File: config.mk
export PLATFORM = sky130hd
export DESIGN_NAME = can_frame_tx
export DESIGN_NICKNAME = d
export VERILOG_FILES = /design/src/rtl/can_pkg.sv /design/src/rtl/can_crc15.sv /design/src/rtl/can_frame_tx.sv
export SDC_FILE = /design/constraint.sdc
export NUM_CORES = 1
export LEC_CHECK = 0
export BUFFER_PORTS_ARGS = -buffer_cell sky130_fd_sc_hd__buf_2
export CORE_MARGIN = 8
export CORE_UTILIZATION = 45
export DETAILED_ROUTE_END_ITERATION = 10
export PLACE_DENSITY = 0.65
export SKIP_LAST_GASP = 1
export SYNTH_ARGS = -nofsm -noshare
export SYNTH_HDL_FRONTEND = slang
export SYNTH_SLANG_ARGS = --single-unit
File: constraint.sdc
create_clock -name clk -period 8.8 [get_ports clk]
set_input_delay 1.76 -clock clk [delete_from_list [all_inputs] [get_ports clk]]
set_output_delay 1.76 -clock clk [all_outputs]
set_load 0.02 [all_outputs]
File: src/rtl/can_pkg.sv
`default_nettype none
// ============================================================================
//  Module      : can_pkg
//  Description : Shared types and constants for the CAN 2.0A frame
//                transmitter: FSM state encoding, CRC-15 polynomial, fixed
//                field lengths and a serial CRC step helper.
//  Revision    : 1.0 - initial release
// ============================================================================
package can_pkg;

    typedef enum logic [3:0] {
        ST_IDLE     = 4'd0,
        ST_SOF      = 4'd1,
        ST_ARB      = 4'd2,
        ST_CTRL     = 4'd3,
        ST_DATA     = 4'd4,
        ST_CRC      = 4'd5,
        ST_CRC_DEL  = 4'd6,
        ST_ACK_SLOT = 4'd7,
        ST_ACK_DEL  = 4'd8,
        ST_EOF      = 4'd9,
        ST_IFS      = 4'd10,
        ST_RETX     = 4'd11
    } can_state_e;

    localparam logic [14:0] CAN_CRC_POLY = 15'h4599;
    localparam int          CAN_CTRL_LEN = 6;
    localparam int          CAN_CRC_LEN  = 15;
    localparam int          CAN_EOF_LEN  = 7;

    // Arbitration field is the identifier followed by the RTR bit.
    function automatic int can_arb_len(input int id_w);
        return id_w + 1;
    endfunction

    // One serial CRC-15 update step (MSB-first shift register).
    function automatic logic [14:0] can_crc15_step(input logic [14:0] crc,
                                                   input logic        b);
        logic       fb;
        logic [14:0] nxt;
        fb  = b ^ crc[14];
        nxt = {crc[13:0], 1'b0};
        if (fb) begin
            nxt = nxt ^ CAN_CRC_POLY;
        end
        return nxt;
    endfunction

endpackage
`default_nettype wire

File: src/rtl/can_crc15.sv
`default_nettype none
// ============================================================================
//  Module      : can_crc15
//  Description : Serial CRC-15 accumulator. Cleared by init, advanced by one
//                bit whenever en is high. The owner only enables it on
//                unstuffed frame bits.
//  Revision    : 1.0 - initial release
// ============================================================================
module can_crc15
    import can_pkg::*;
(
    input  logic        clk,
    input  logic        rst,
    input  logic        init,
    input  logic        en,
    input  logic        bit_in,
    output logic [14:0] crc
);

    logic [14:0] r_crc;

    // Clear on reset/init, otherwise fold in one bit per enable.
    always_ff @(posedge clk) begin
        if (rst || init) begin
            r_crc <= '0;
        end else if (en) begin
            r_crc <= can_crc15_step(r_crc, bit_in);
        end
    end

    assign crc = r_crc;

endmodule
`default_nettype wire

File: src/rtl/can_frame_tx.sv
`default_nettype none
// ============================================================================
//  Module      : can_frame_tx
//  Description : CAN 2.0A base data-frame transmitter with bit stuffing,
//                readback arbitration and ACK-slot checking. Payload length
//                is min(dlc, MAX_BYTES); the raw dlc is transmitted.
//                Optional macro CAN_TX_AUTO_RETX_EN enables automatic retry
//                after lost arbitration or a missing ACK.
//  Revision    : 1.0 - initial release
// ============================================================================
module can_frame_tx
    import can_pkg::*;
#(
    parameter int ID_W      = 11,
    parameter int MAX_BYTES = 8,
    parameter int STUFF_LEN = 5,
    parameter int IFS_BITS  = 3
) (
    input  logic                   clk,
    input  logic                   rst,
    input  logic                   baud_tick,
    input  logic                   send_data,
    input  logic [ID_W-1:0]        address,
    input  logic [3:0]             dlc,
    input  logic [MAX_BYTES*8-1:0] data,
    input  logic                   rx,
    output logic                   tx,
    output logic                   txing,
    output logic                   can_bitstuff,
    output logic                   arb_lost,
    output logic                   done,
    output logic                   ack_ok
);

    localparam int c_arb_len = can_arb_len(ID_W);
    localparam int c_data_w  = MAX_BYTES * 8;
    localparam int c_cnt_w   = $clog2(c_data_w + ID_W + 32);
    localparam int c_run_w   = $clog2(STUFF_LEN + 1);
    localparam int c_id_iw   = $clog2(ID_W);
    localparam int c_didx_w  = $clog2(c_data_w);

    // State and cnt always name the most recent unstuffed bit; a stuff bit
    // leaves them untouched so the next advance continues the field.
    can_state_e            r_state;
    logic [c_cnt_w-1:0]    r_cnt;
    logic [c_run_w-1:0]    r_run;
    logic                  r_armed;
    logic [ID_W-1:0]       r_id;
    logic [3:0]            r_dlc;
    logic [c_data_w-1:0]   r_data;
    logic                  r_tx;
    logic                  r_txing;
    logic                  r_stuff;
    logic                  r_arb_lost;
    logic                  r_done;
    logic                  r_ack_ok;

    logic [14:0]           w_crc;
    logic [c_cnt_w-1:0]    w_cnt_inc;
    logic [c_cnt_w-1:0]    w_nbytes;
    logic [c_cnt_w-1:0]    w_data_last;
    logic [c_id_iw-1:0]    w_id_idx;
    logic [1:0]            w_dlc_idx;
    logic [c_didx_w-1:0]   w_data_idx;
    logic [3:0]            w_crc_idx;
    can_state_e            w_nxt_state;
    logic [c_cnt_w-1:0]    w_nxt_cnt;
    logic                  w_nxt_bit;
    logic                  w_nxt_crc_en;
    logic                  w_in_frame;
    logic                  w_in_stuff;
    logic                  w_stuff_due;
    logic                  w_arb_loss;
    logic                  w_advance;
    logic                  w_crc_en;
    logic                  w_crc_init;

    assign w_cnt_inc   = r_cnt + c_cnt_w'(1);
    assign w_nbytes    = (c_cnt_w'(r_dlc) > c_cnt_w'(MAX_BYTES)) ? c_cnt_w'(MAX_BYTES)
                                                                 : c_cnt_w'(r_dlc);
    assign w_data_last = (w_nbytes << 3) - c_cnt_w'(1);

    // Bit pointers for the next position inside each field.
    assign w_id_idx    = c_id_iw'(ID_W - 1) - c_id_iw'(w_cnt_inc);
    assign w_dlc_idx   = 2'(c_cnt_w'(5) - w_cnt_inc);
    assign w_data_idx  = c_didx_w'(w_cnt_inc) ^ c_didx_w'(7);
    assign w_crc_idx   = 4'd14 - 4'(w_cnt_inc);

    assign w_in_frame  = (r_state != ST_IDLE) && (r_state != ST_RETX);
    assign w_in_stuff  = (r_state == ST_SOF) || (r_state == ST_ARB) ||
                         (r_state == ST_CTRL) || (r_state == ST_DATA) ||
                         (r_state == ST_CRC);
    assign w_stuff_due = w_in_stuff && (r_run == c_run_w'(STUFF_LEN));
    assign w_arb_loss  = baud_tick && (r_state == ST_ARB) && r_tx && !rx;
    assign w_advance   = baud_tick && w_in_frame && !w_arb_loss && !w_stuff_due;

    // SOF is dominant and the CRC starts at zero, so skipping it is exact.
    assign w_crc_en    = w_advance && w_nxt_crc_en;
    assign w_crc_init  = (r_state == ST_IDLE) || (r_state == ST_RETX);

    can_crc15 u_crc (
        .clk    (clk),
        .rst    (rst),
        .init   (w_crc_init),
        .en     (w_crc_en),
        .bit_in (w_nxt_bit),
        .crc    (w_crc)
    );

    // Next unstuffed bit position and value after the current one.
    always_comb begin
        w_nxt_state  = r_state;
        w_nxt_cnt    = w_cnt_inc;
        w_nxt_bit    = 1'b1;
        w_nxt_crc_en = 1'b0;
        case (r_state)
            ST_SOF: begin
                w_nxt_state  = ST_ARB;
                w_nxt_cnt    = '0;
                w_nxt_bit    = r_id[ID_W-1];
                w_nxt_crc_en = 1'b1;
            end
            ST_ARB: begin
                w_nxt_crc_en = 1'b1;
                if (r_cnt == c_cnt_w'(c_arb_len - 1)) begin
                    w_nxt_state = ST_CTRL;
                    w_nxt_cnt   = '0;
                    w_nxt_bit   = 1'b0;
                end else if (w_cnt_inc < c_cnt_w'(ID_W)) begin
                    w_nxt_bit = r_id[w_id_idx];
                end else begin
                    w_nxt_bit = 1'b0;
                end
            end
            ST_CTRL: begin
                if (r_cnt == c_cnt_w'(CAN_CTRL_LEN - 1)) begin
                    w_nxt_cnt = '0;
                    if (w_nbytes != '0) begin
                        w_nxt_state  = ST_DATA;
                        w_nxt_bit    = r_data[7];
                        w_nxt_crc_en = 1'b1;
                    end else begin
                        w_nxt_state = ST_CRC;
                        w_nxt_bit   = w_crc[14];
                    end
                end else begin
                    w_nxt_crc_en = 1'b1;
                    w_nxt_bit    = (w_cnt_inc < c_cnt_w'(2)) ? 1'b0 : r_dlc[w_dlc_idx];
                end
            end
            ST_DATA: begin
                if (r_cnt == w_data_last) begin
                    w_nxt_state = ST_CRC;
                    w_nxt_cnt   = '0;
                    w_nxt_bit   = w_crc[14];
                end else begin
                    w_nxt_bit    = r_data[w_data_idx];
                    w_nxt_crc_en = 1'b1;
                end
            end
            ST_CRC: begin
                if (r_cnt == c_cnt_w'(CAN_CRC_LEN - 1)) begin
                    w_nxt_state = ST_CRC_DEL;
                    w_nxt_cnt   = '0;
                end else begin
                    w_nxt_bit = w_crc[w_crc_idx];
                end
            end
            ST_CRC_DEL: begin
                w_nxt_state = ST_ACK_SLOT;
                w_nxt_cnt   = '0;
            end
            ST_ACK_SLOT: begin
                w_nxt_state = ST_ACK_DEL;
                w_nxt_cnt   = '0;
            end
            ST_ACK_DEL: begin
                w_nxt_state = ST_EOF;
                w_nxt_cnt   = '0;
            end
            ST_EOF: begin
                if (r_cnt == c_cnt_w'(CAN_EOF_LEN - 1)) begin
                    w_nxt_state = ST_IFS;
                    w_nxt_cnt   = '0;
                end
            end
            ST_IFS: begin
                if (r_cnt == c_cnt_w'(IFS_BITS - 1)) begin
                    w_nxt_state = ST_IDLE;
                    w_nxt_cnt   = '0;
                end
            end
            default: begin
                w_nxt_state = r_state;
            end
        endcase
    end

    // Frame FSM: request latch, bit sequencing, stuffing, arbitration, ACK.
    always_ff @(posedge clk) begin
        if (rst) begin
            r_state    <= ST_IDLE;
            r_cnt      <= '0;
            r_run      <= '0;
            r_armed    <= 1'b0;
            r_id       <= '0;
            r_dlc      <= '0;
            r_data     <= '0;
            r_tx       <= 1'b1;
            r_txing    <= 1'b0;
            r_stuff    <= 1'b0;
            r_arb_lost <= 1'b0;
            r_done     <= 1'b0;
            r_ack_ok   <= 1'b0;
        end else begin
            r_arb_lost <= 1'b0;
            r_done     <= 1'b0;
            case (r_state)
                ST_IDLE: begin
                    if (!r_armed && send_data) begin
                        r_armed  <= 1'b1;
                        r_id     <= address;
                        r_dlc    <= dlc;
                        r_data   <= data;
                        r_ack_ok <= 1'b0;
                    end else if (r_armed && baud_tick) begin
                        r_armed <= 1'b0;
                        r_state <= ST_SOF;
                        r_cnt   <= '0;
                        r_tx    <= 1'b0;
                        r_txing <= 1'b1;
                        r_stuff <= 1'b0;
                        r_run   <= c_run_w'(1);
                    end
                end
`ifdef CAN_TX_AUTO_RETX_EN
                ST_RETX: begin
                    r_txing <= 1'b1;
                    if (baud_tick) begin
                        if (r_cnt == '0) begin
                            r_state <= ST_SOF;
                            r_tx    <= 1'b0;
                            r_stuff <= 1'b0;
                            r_run   <= c_run_w'(1);
                        end else begin
                            r_cnt <= r_cnt - c_cnt_w'(1);
                        end
                    end
                end
`endif
                default: begin
                    if (baud_tick) begin
                        if (w_arb_loss) begin
                            r_arb_lost <= 1'b1;
                            r_tx       <= 1'b1;
                            r_txing    <= 1'b0;
                            r_stuff    <= 1'b0;
`ifdef CAN_TX_AUTO_RETX_EN
                            // Wait out three recessive bits, then retry.
                            r_state    <= ST_RETX;
                            r_cnt      <= c_cnt_w'(2);
`else
                            r_state    <= ST_IDLE;
                            r_cnt      <= '0;
`endif
                        end else if (w_stuff_due) begin
                            r_tx    <= ~r_tx;
                            r_stuff <= 1'b1;
                            r_run   <= c_run_w'(1);
                        end else begin
                            r_stuff <= 1'b0;
                            r_tx    <= w_nxt_bit;
                            r_state <= w_nxt_state;
                            r_cnt   <= w_nxt_cnt;
                            if (w_nxt_bit == r_tx) begin
                                if (r_run < c_run_w'(STUFF_LEN)) begin
                                    r_run <= r_run + c_run_w'(1);
                                end
                            end else begin
                                r_run <= c_run_w'(1);
                            end
                            if (r_state == ST_ACK_SLOT) begin
                                r_ack_ok <= ~rx;
                            end
                            if (w_nxt_state == ST_IDLE) begin
                                r_done  <= 1'b1;
                                r_txing <= 1'b0;
`ifdef CAN_TX_AUTO_RETX_EN
                                if (!r_ack_ok) begin
                                    r_state <= ST_RETX;
                                    r_cnt   <= '0;
                                end
`endif
                            end
                        end
                    end
                end
            endcase
        end
    end

    assign tx           = r_tx;
    assign txing        = r_txing;
    assign can_bitstuff = r_stuff;
    assign arb_lost     = r_arb_lost;
    assign done         = r_done;
    assign ack_ok       = r_ack_ok;

endmodule
`default_nettype wire

=== Word level (Yosys, flattened, before mapping) ===
Index checks and enable logic that the tools add are counted.

* Bitwise logic cells: 6
* Mux-type cells: 83
* Eq/ne operators: 27
* $add $sub $neg: 6
* Order comparisons: 8
* Reduce and logical (&&, ||, !) cells: 40

{| class="wikitable"
|+ Operators by type and width
! operator !! count
|-
| $mux W7 || 12
|-
| $mux W4 || 13
|-
| $pmux W7 S7 || 1
|-
| $mux W1 || 41
|-
| $pmux W4 S10 || 1
|-
| $mux W3 || 8
|-
| $eq A4 B3 Y1 const B || 4
|-
| $eq A4 B4 Y1 const B || 4
|-
| $mux W15 || 1
|-
| $reduce_and A5 Y1 || 3
|-
| $eq A7 B3 Y1 const B || 2
|-
| $eq A7 B4 Y1 const B || 2
|-
| $logic_and A1 B1 Y1 || 11
|-
| $lt A4 B5 Y1 const B || 2
|-
| $bmux W1 S4 || 2
|-
| $eq A4 B2 Y1 const B || 2
|-
| $logic_not A4 Y1 || 2
|-
| $ne A2 B1 Y1 const B || 4
|-
| $sub A4 B4 Y4 const A || 2
|-
| $add A7 B1 Y7 const B || 1
|-
| $eq A7 B2 Y1 const B || 1
|-
| $eq A7 B7 Y1 || 1
|-
| $lt A6 B7 Y1 const B || 1
|-
| $lt A7 B2 Y1 const B || 1
|-
| other kinds (35) || 48
|}

* Bits of input ports: 84
* Register bits after elaboration: 115
* Word-level logic and storage cells: 184
* Output and inout bits: 6

=== Logic depth before layout (Yosys ltp) ===
Gate-level depths: netlist of run 1.

* Depth after elaboration: 13
* Depth in mapped cells: 16
* Gate-level depth less buffers: 11

=== Cells and area by module ===
Synthesis of run 1 repeated with hierarchy kept, for this count alone.

* Cell total of the unflattened synthesis: 764
* Area, all modules: 6197.2 um^2

{| class="wikitable"
|+ By module, submodules not included
! module !! cells each !! times used !! area each (um^2) !! sequential area each (um^2)
|-
| can_frame_tx || 697 || 1 || 5547.8 || 2001.9
|-
| can_crc15 || 67 || 1 || 649.4 || 300.3
|}

=== Worst setup path before layout of run 1 ===
OpenSTA, ideal clock, no wires.

* Path type: register to register
* From: register r_cnt[0]
* To: register r_run[1]
* Arrival: 3.431 ns
* Path slack: 5.252 ns
* Data required time: 8.683 ns
* Clock period less this slack: 3.548 ns
* Stages on the path, launching flop included: 13
* Library setup time: 0.117 ns
* Path buffers: 2
* Path through: dfxtp_1 -> buf_6 -> buf_8 -> inv_1 -> ha_1 -> mux4_2 -> mux4_2 -> nand4_1 -> o2111ai_2 -> nor3_4 -> a21oi_2 -> or4_4 -> a32o_1

* Cells in the longest elaborated chain, start to end: 13
* Elaborated cells between the ends (all ways): 34
* Those cells by class: add/sub (4); order compare (2); eq/ne (6); mux (20); bitwise (1); reduce/logical (1)

{| class="wikitable"
|+ Ends and longest elaborated chain
! item !! RTL line !! source
|-
| start: declaration || can_frame_tx.sv:45 || <nowiki>logic [c_cnt_w-1:0] r_cnt;</nowiki>
|-
| start signal: assignment || can_frame_tx.sv:274 || <nowiki>r_cnt <= w_nxt_cnt;</nowiki>
|-
| $add A7 B1 Y7 || can_frame_tx.sv:78 || <nowiki>assign w_cnt_inc = r_cnt + c_cnt_w'(1);</nowiki>
|-
| $sub A4 B4 Y4 / $sub A1 B2 Y2 (equally long branches) || can_frame_tx.sv:84, can_frame_tx.sv:85 ||
|-
| $bmux W1 S4 / $bmux W1 S2 (equally long branches) || can_frame_tx.sv:130, can_frame_tx.sv:148 ||
|-
| $mux W1, on equally long branches || can_frame_tx.sv:130, can_frame_tx.sv:148 ||
|-
| $mux W1, on equally long branches || can_frame_tx.sv:129, can_frame_tx.sv:148 ||
|-
| $mux W1, on equally long branches || can_frame_tx.sv:125, can_frame_tx.sv:136 ||
|-
| $pmux W1 S5 (*) || can_frame_tx.sv:116 || <nowiki>case (r_state)</nowiki>
|-
| $eq A1 B1 Y1 (*) || can_frame_tx.sv:275 || <nowiki>if (w_nxt_bit == r_tx) begin</nowiki>
|-
| $mux W3 || can_frame_tx.sv:275 ||
|-
| $mux W3 || can_frame_tx.sv:266 || <nowiki>end else if (w_stuff_due) begin</nowiki>
|-
| $mux W3 || can_frame_tx.sv:253 || <nowiki>if (w_arb_loss) begin</nowiki>
|-
| $mux W3 || can_frame_tx.sv:252 || <nowiki>if (baud_tick) begin</nowiki>
|-
| $mux W3 || can_frame_tx.sv:218 || <nowiki>case (r_state)</nowiki>
|-
| end signal: assignment || can_frame_tx.sv:269 || <nowiki>r_run <= c_run_w'(1);</nowiki>
|-
| end signal: assignment || can_frame_tx.sv:277 || <nowiki>r_run <= r_run + c_run_w'(1);</nowiki>
|-
| end signal: assignment || can_frame_tx.sv:280 || <nowiki>r_run <= c_run_w'(1);</nowiki>
|-
| end: declaration || can_frame_tx.sv:46 || <nowiki>logic [c_run_w-1:0] r_run;</nowiki>
|}

Every way passes the cells marked *; elsewhere a longest branch is shown, timed or not. The select of a mux whose other input is x is not followed.
A chain may end at the register's enable or synchronous reset.

=== Worst setup path in the final report of run 1 ===
* From: register r_cnt[0]
* To: register r_run[0]

The elaborated chain is that of the path after synthesis.

==> flow_summary.json, run 1 <==
{
  "hpwlAfterDp_um": 12500,
  "grt_pass1_wl_um": 29000,
  "tightest_slew_ps": 1240,
  "syn_area_per_cell_sq_um": 7.92,
  "multi_input_area_sq_mm": 0.00363,
  "fin_crit_ps": 4420,
  "path_class": "reg2reg",
  "post-cts-setup-buffer-count": 0,
  "drt_wl_total_um": 17500,
  "relSlewSlack_pct": 17.7,
  "worstSetupEndpointType": "register",
  "clk_latency_ps": 420,
  "timing.final.crit_share_pct": 50.2,
  "drc": 0,
  "final_cell_area_sq_mm": 0.00731,
  "synth_cells": 789,
  "grt_overflow": 0,
  "max_freq_ghz": 0.226,
  "syn-num-nets": 880,
  "pin_count": 90,
  "grt_max_degree": 97,
  "drtPass1Iterations": 8,
  "layout_commonest_cell": "nand2_1",
  "hp-class": "reg2reg",
  "ant_nets": 0,
  "area_delta_synth_final_pct": 17.1,
  "most-common-layout-cells": "nand2_1, dfxtp_1, a21oi_1",
  "root_buffer": "clkbuf_16",
  "cp-start-kind": "register",
  "hold_violations": 0,
  "synth_cell_type_count": 70,
  "grt_usage_pct": 20.0,
  "required_ps": 9120,
  "powerDensity_mw_per_mm2": 260,
  "cts_tree": "built",
  "placed_cell_area_sq_mm": 0.00671,
  "antenna_cells": 0,
  "yosysSeqAreaShare_pct": 36.9,
  "rows": 43,
  "clock_sinks": 115,
  "p_leak_nw": 2.80,
  "finClkSkew_ps": 13.1,
  "clockBufferDepth": 2,
  "register_area_sq_mm": 0.00230,
  "drive_above_1_share_pct": 18.6,
  "finalSetupViolations": 0,
  "finalSetupTns_ps": 0,
  "yosys_warnings": 0,
  "initial_core_util_pct": 45.5,
  "rsz0062_at_grt": "false",
  "antenna_found_initial": 0,
  "ctsHoldBuffers": 0,
  "htreeDepth": 4,
  "die_w_um": 134,
  "synth_edf_count": 0,
  "async_flop_share_pct": 0,
  "clk_pin_slew_ps": 60,
  "ys_seq_elements": 115,
  "ir_drop_mv": 0.151,
  "maxCapViolCount": 0,
  "synth_flop_cell": "dfxtp_1",
  "cts_made_buffers": 17,
  "cts_resized": 0,
  "wl_per_cell_um": 16.8,
  "core_area_sq_mm": 0.0137,
  "fillerInstances": 1311,
  "fin_cells": 1039,
  "drt-initial-drc-count": 732,
  "place_inst": 1007,
  "nets": 937,
  "die_h_um": 134,
  "port_buffers": 89,
  "dieArea_sq_mm": 0.0179,
  "grt_pass1_vias": 5885,
  "vias_per_cell": 5.72,
  "synth_area_sq_mm": 0.00625,
  "vias": 5945,
  "outcome": "finished clean",
  "gp_congestion": 0.937,
  "drv_slew": 0,
  "cp_max_fo": 30,
  "arrival_ps": 4730
}
## stage by stage
step / hold WS (ps) / utilization [%] / total power, W / worst slack (ps)
2_1_floorplan: 432 / - / 0.00108 / 5250
3_3_place_gp: 441 / 48.9 / 0.00119 / 4540
3_5_place_dp: 444 / 48.9 / 0.00121 / 4450
4_1_cts: 451 / 53.3 / 0.00191 / 4430
5_1_grt: 468 / 53.3 / 0.00201 / 4160
6_report: 451 / 53.3 / 0.00190 / 4380
## flip-flops by register name (all words and copies together), names as in the netlist, 3 cells and up
| name | flops |
|---|---|
| r_data | 64 |
| u_crc.crc | 15 |
| r_id | 11 |
| r_cnt | 7 |
| r_dlc | 4 |
| r_state | 4 |
| r_run | 3 |
## layout make-up
cell class	count	area share, %
Tap cell	180	3.08
Timing Repair Buffer	95	6.71
Inverter	16	0.821
Clock inverter	13	2.17
Multi-Input combinational cell	601	49.7
Sequential cell	115	31.5
Clock buffer	19	6.06
## report_power, final
part / leakage [nW] / switching [W] / internal [W] / total (W)
logic: 1.58 / 0.000330 / 0.000203 / 0.000533
clock network: 0.277 / 0.000247 / 0.000451 / 0.000697
registers: 0.938 / 0.0000704 / 0.000601 / 0.000671
total: 2.80 / 0.000647 / 0.00125 / 0.00190
## synth_stat cells (all sizes together) (7+ instances only)
master,number,area [sq um]
nand2,206,773
dfxtp,115,2300
a21oi,103,519
nor2,42,158
o21ai,37,185
clkbuf,36,136
buf,21,133
mux4,21,502
nand3,21,110
nor3,18,101
inv,16,60.1
a31oi,10,62.6
mux2i,10,100
nand4,10,62.6
nor4,8,50.1
ha,7,87.6
nand2b,7,43.8
xnor2,7,68.8
## worst paths after layout
check                          startpoint                      end  slack, ps  depth (start not counted)
hold / removal    r_data[48]$_SDFFE_PP0P_  r_data[48]$_SDFFE_PP0P_        450                          2
hold reg to reg   r_data[48]$_SDFFE_PP0P_  r_data[48]$_SDFFE_PP0P_        450                          2
setup reg to reg    r_cnt[0]$_SDFFE_PP0P_    r_run[0]$_SDFFE_PP0P_       4380                         13
setup / recovery    r_cnt[0]$_SDFFE_PP0P_    r_run[0]$_SDFFE_PP0P_       4380                         13
## metal layers
layer  up-vias  GRT usage, %  part of all wire [%]
li1       2908             -                     -
met1      2785          24.8                    44
met2       217          31.7                    47
met3        35          5.46                   6.6
met4         0          8.80                   2.6
met5         -             0                     0
## cells by family after synthesis
family,Yosys count,share of synthesized area [%]
AO/OA/AOI/OAI,194,18.8
XOR/XNOR,13,1.94
adder cells (fa/ha/maj),7,1.40
buffers and inverters,73,5.27
flip-flops,115,36.9
multiplexers,33,10.0
AND/OR/NAND/NOR,354,25.8
## worst max-delay path, cell delays in order (launching register included)
cell and delay [ps]:
dfxtp_1 300, buf_4 370, inv_1 180, ha_1 580, buf_4 390, nor2_1 170
a31o_2 260, or3_1 390, a211o_1 300, a31oi_1 260, a41o_1 240, nor3_1 90
or4_4 450, a221oi_2 320
Note: power is estimated with default switching activity, not from simulation.
==> run 2, diff against run 1 <==
--- a/config.mk
+++ b/config.mk
@@ -9,7 +9,7 @@
 export CORE_MARGIN = 8
 export CORE_UTILIZATION = 45
 export DETAILED_ROUTE_END_ITERATION = 10
-export PLACE_DENSITY = 0.65
+export PLACE_DENSITY = 0.68
 export SKIP_LAST_GASP = 1
 export SYNTH_ARGS = -nofsm -noshare
 export SYNTH_HDL_FRONTEND = slang
==> constraint.sdc (replaced) <==
create_clock -name clk -period 3.64 [get_ports clk]
set_input_delay 0.728 -clock clk [delete_from_list [all_inputs] [get_ports clk]]
set_output_delay 0.728 -clock clk [all_outputs]
set_load 0.02 [all_outputs]
==> run 2 against run 1 <==
Core utilization rose by 2.0 points; worst setup slack worse by 4200 ps; critical path depth shrank 1; combinational power rose to 2.6 times the previous value; routed wire length shrank 3.3%; design area grew 3.7%; sequential power increased by 130%; first-iteration DRC count shrank 39%.
==> flow_summary.json, run 2 (synthesized netlist as in run 1, its figures left out) <==
{
  "hold_violations": 0,
  "vias": 5904,
  "finalSetupViolations": 0,
  "antenna_cells": 0,
  "hpwlAfterDp_um": 12100,
  "die_w_um": 134,
  "maxCapViolCount": 0,
  "gp_congestion": 0.915,
  "path_class": "reg2reg",
  "drt-initial-drc-count": 443,
  "cts_tree": "built",
  "wl_per_cell_um": 15.8,
  "grt_pass1_wl_um": 27900,
  "most-common-layout-cells": "nand2_1, dfxtp_1, a21oi_1",
  "cts_made_buffers": 17,
  "grt_max_degree": 80,
  "fin_crit_ps": 3440,
  "rsz0062_at_grt": "false",
  "clk_pin_slew_ps": 50,
  "largest_reg_flops": 64,
  "crit_chain": "inv_1, ha_1, buf_4, nor2_1, a31o_2, or3_1, a211o_1, a31oi_2, a41o_1, nor3_1, or4_4, a221oi_2",
  "finClkSkew_ps": 13.3,
  "drtPass1Iterations": 5,
  "arrival_ps": 3760,
  "root_buffer": "clkbuf_16",
  "drv_slew": 0,
  "core_area_sq_mm": 0.0137,
  "die_h_um": 134,
  "slowest_delay_ps": 440,
  "ant_nets": 0,
  "vias_per_cell": 5.53,
  "final_cell_area_sq_mm": 0.00758,
  "port_buffers": 89,
  "rows": 43,
  "layout_commonest_cell": "nand2_1",
  "p_leak_nw": 2.96,
  "clockBufferDepth": 2,
  "power_w": 0.00466,
  "finalSetupTns_ps": 0,
  "timing.final.crit_share_pct": 94.4,
  "required_ps": 3960,
  "max_freq_ghz": 0.291,
  "drt_wl_total_um": 16900,
  "cp_slowest_cell": "or4_4",
  "cp_max_fo": 12,
  "relSlewSlack_pct": 46.9,
  "initial_core_util_pct": 45.5,
  "drive_above_1_share_pct": 21.5,
  "worstSetupEndpointType": "register",
  "drc": 0,
  "area_delta_synth_final_pct": 21.4,
  "placed_cell_area_sq_mm": 0.00694,
  "ir_drop_mv": 0.365,
  "hold_slack_ps": 452,
  "fillerInstances": 1287,
  "clock_sinks": 115,
  "postLayoutCoreUtil_pct": 55.3,
  "antenna_found_initial": 0,
  "tightest_slew_ps": 796,
  "grt_pass1_vias": 5570,
  "hp-class": "reg2reg",
  "htreeDepth": 4,
  "grt_overflow": 0,
  "worst-path-buf-inv": 2,
  "crit_family": "compound AO/OA/AOI/OAI gates",
  "nets": 965,
  "dieArea_sq_mm": 0.0179,
  "powerDensity_mw_per_mm2": 614,
  "cp-start-kind": "register",
  "clk_latency_ps": 420,
  "grt_usage_pct": 19.2,
  "outcome": "finished clean",
  "largest_register": "r_data",
  "ctsHoldBuffers": 0,
  "pin_count": 90
}
[run 2: changes by cell type in the layout (fill, tap and decap cells not counted), sizes merged]
cell | before | now
buf | 95 | 123
clkbuf | 19 | 18
clkinv | 3 | 5
clkinvlp | 6 | 3
inv | 17 | 19
[run 2: repair_timing]
action / CTS / global route
endpoints found under the setup margin: 0 / 7
setup buffers: 0 / 1
resized for setup: 0 / 5
[run 2: worst reg2reg max path, cell delays in order, from the launching register on]
cell	delay, ps
dfxtp_1	370
inv_1	120
ha_1	370
buf_4	230
nor2_1	70
a31o_2	230
or3_1	380
a211o_1	320
a31oi_2	230
a41o_1	220
nor3_1	80
or4_4	440
a221oi_2	290
[run 2: worst paths after layout]
kind | from | to | slack, ps | cells after the start
max | r_cnt[0]$_SDFFE_PP0P_ | r_run[0]$_SDFFE_PP0P_ | 200 | 12
min | r_data[53]$_SDFFE_PP0P_ | r_data[53]$_SDFFE_PP0P_ | 450 | 2
max reg2reg | r_cnt[0]$_SDFFE_PP0P_ | r_run[0]$_SDFFE_PP0P_ | 200 | 12
min reg2reg | r_data[53]$_SDFFE_PP0P_ | r_data[53]$_SDFFE_PP0P_ | 450 | 2
[run 2: routing by layer]
metal  global-route usage [%]  up-vias  part of all wire (%)
met5                        0        -                     0
met4                     8.55        0                   2.3
met3                     4.82       24                   5.1
met2                     30.0      169                    47
met1                     24.6     2745                    45
li1                         -     2966                     -
[run 2: power by group]
part	total (W)	internal (W)	switching (W)
Clock	0.00171	0.00108	0.000622
Combinational	0.00138	0.000543	0.000834
Sequential	0.00157	0.00145	0.000122
Total	0.00466	0.00308	0.00158
[run 2: final cells by class]
class,instances,area (sq um),area share [%]
Clock buffer,18,429,5.66
Clock inverter,14,178,2.34
Inverter,16,60.1,0.792
Multi-Input combinational cell,601,3660,48.3
Sequential cell,115,2300,30.4
Tap cell,180,225,2.97
Timing Repair Buffer,123,726,9.57
[run 2: per-stage QoR]
step                instances  setup slack [ps]
floorplan                 789              91.5
global placement         1034               264
detailed placement       1034               175
CTS                      1066               161
global route             1067              15.8
finish                   1067               205
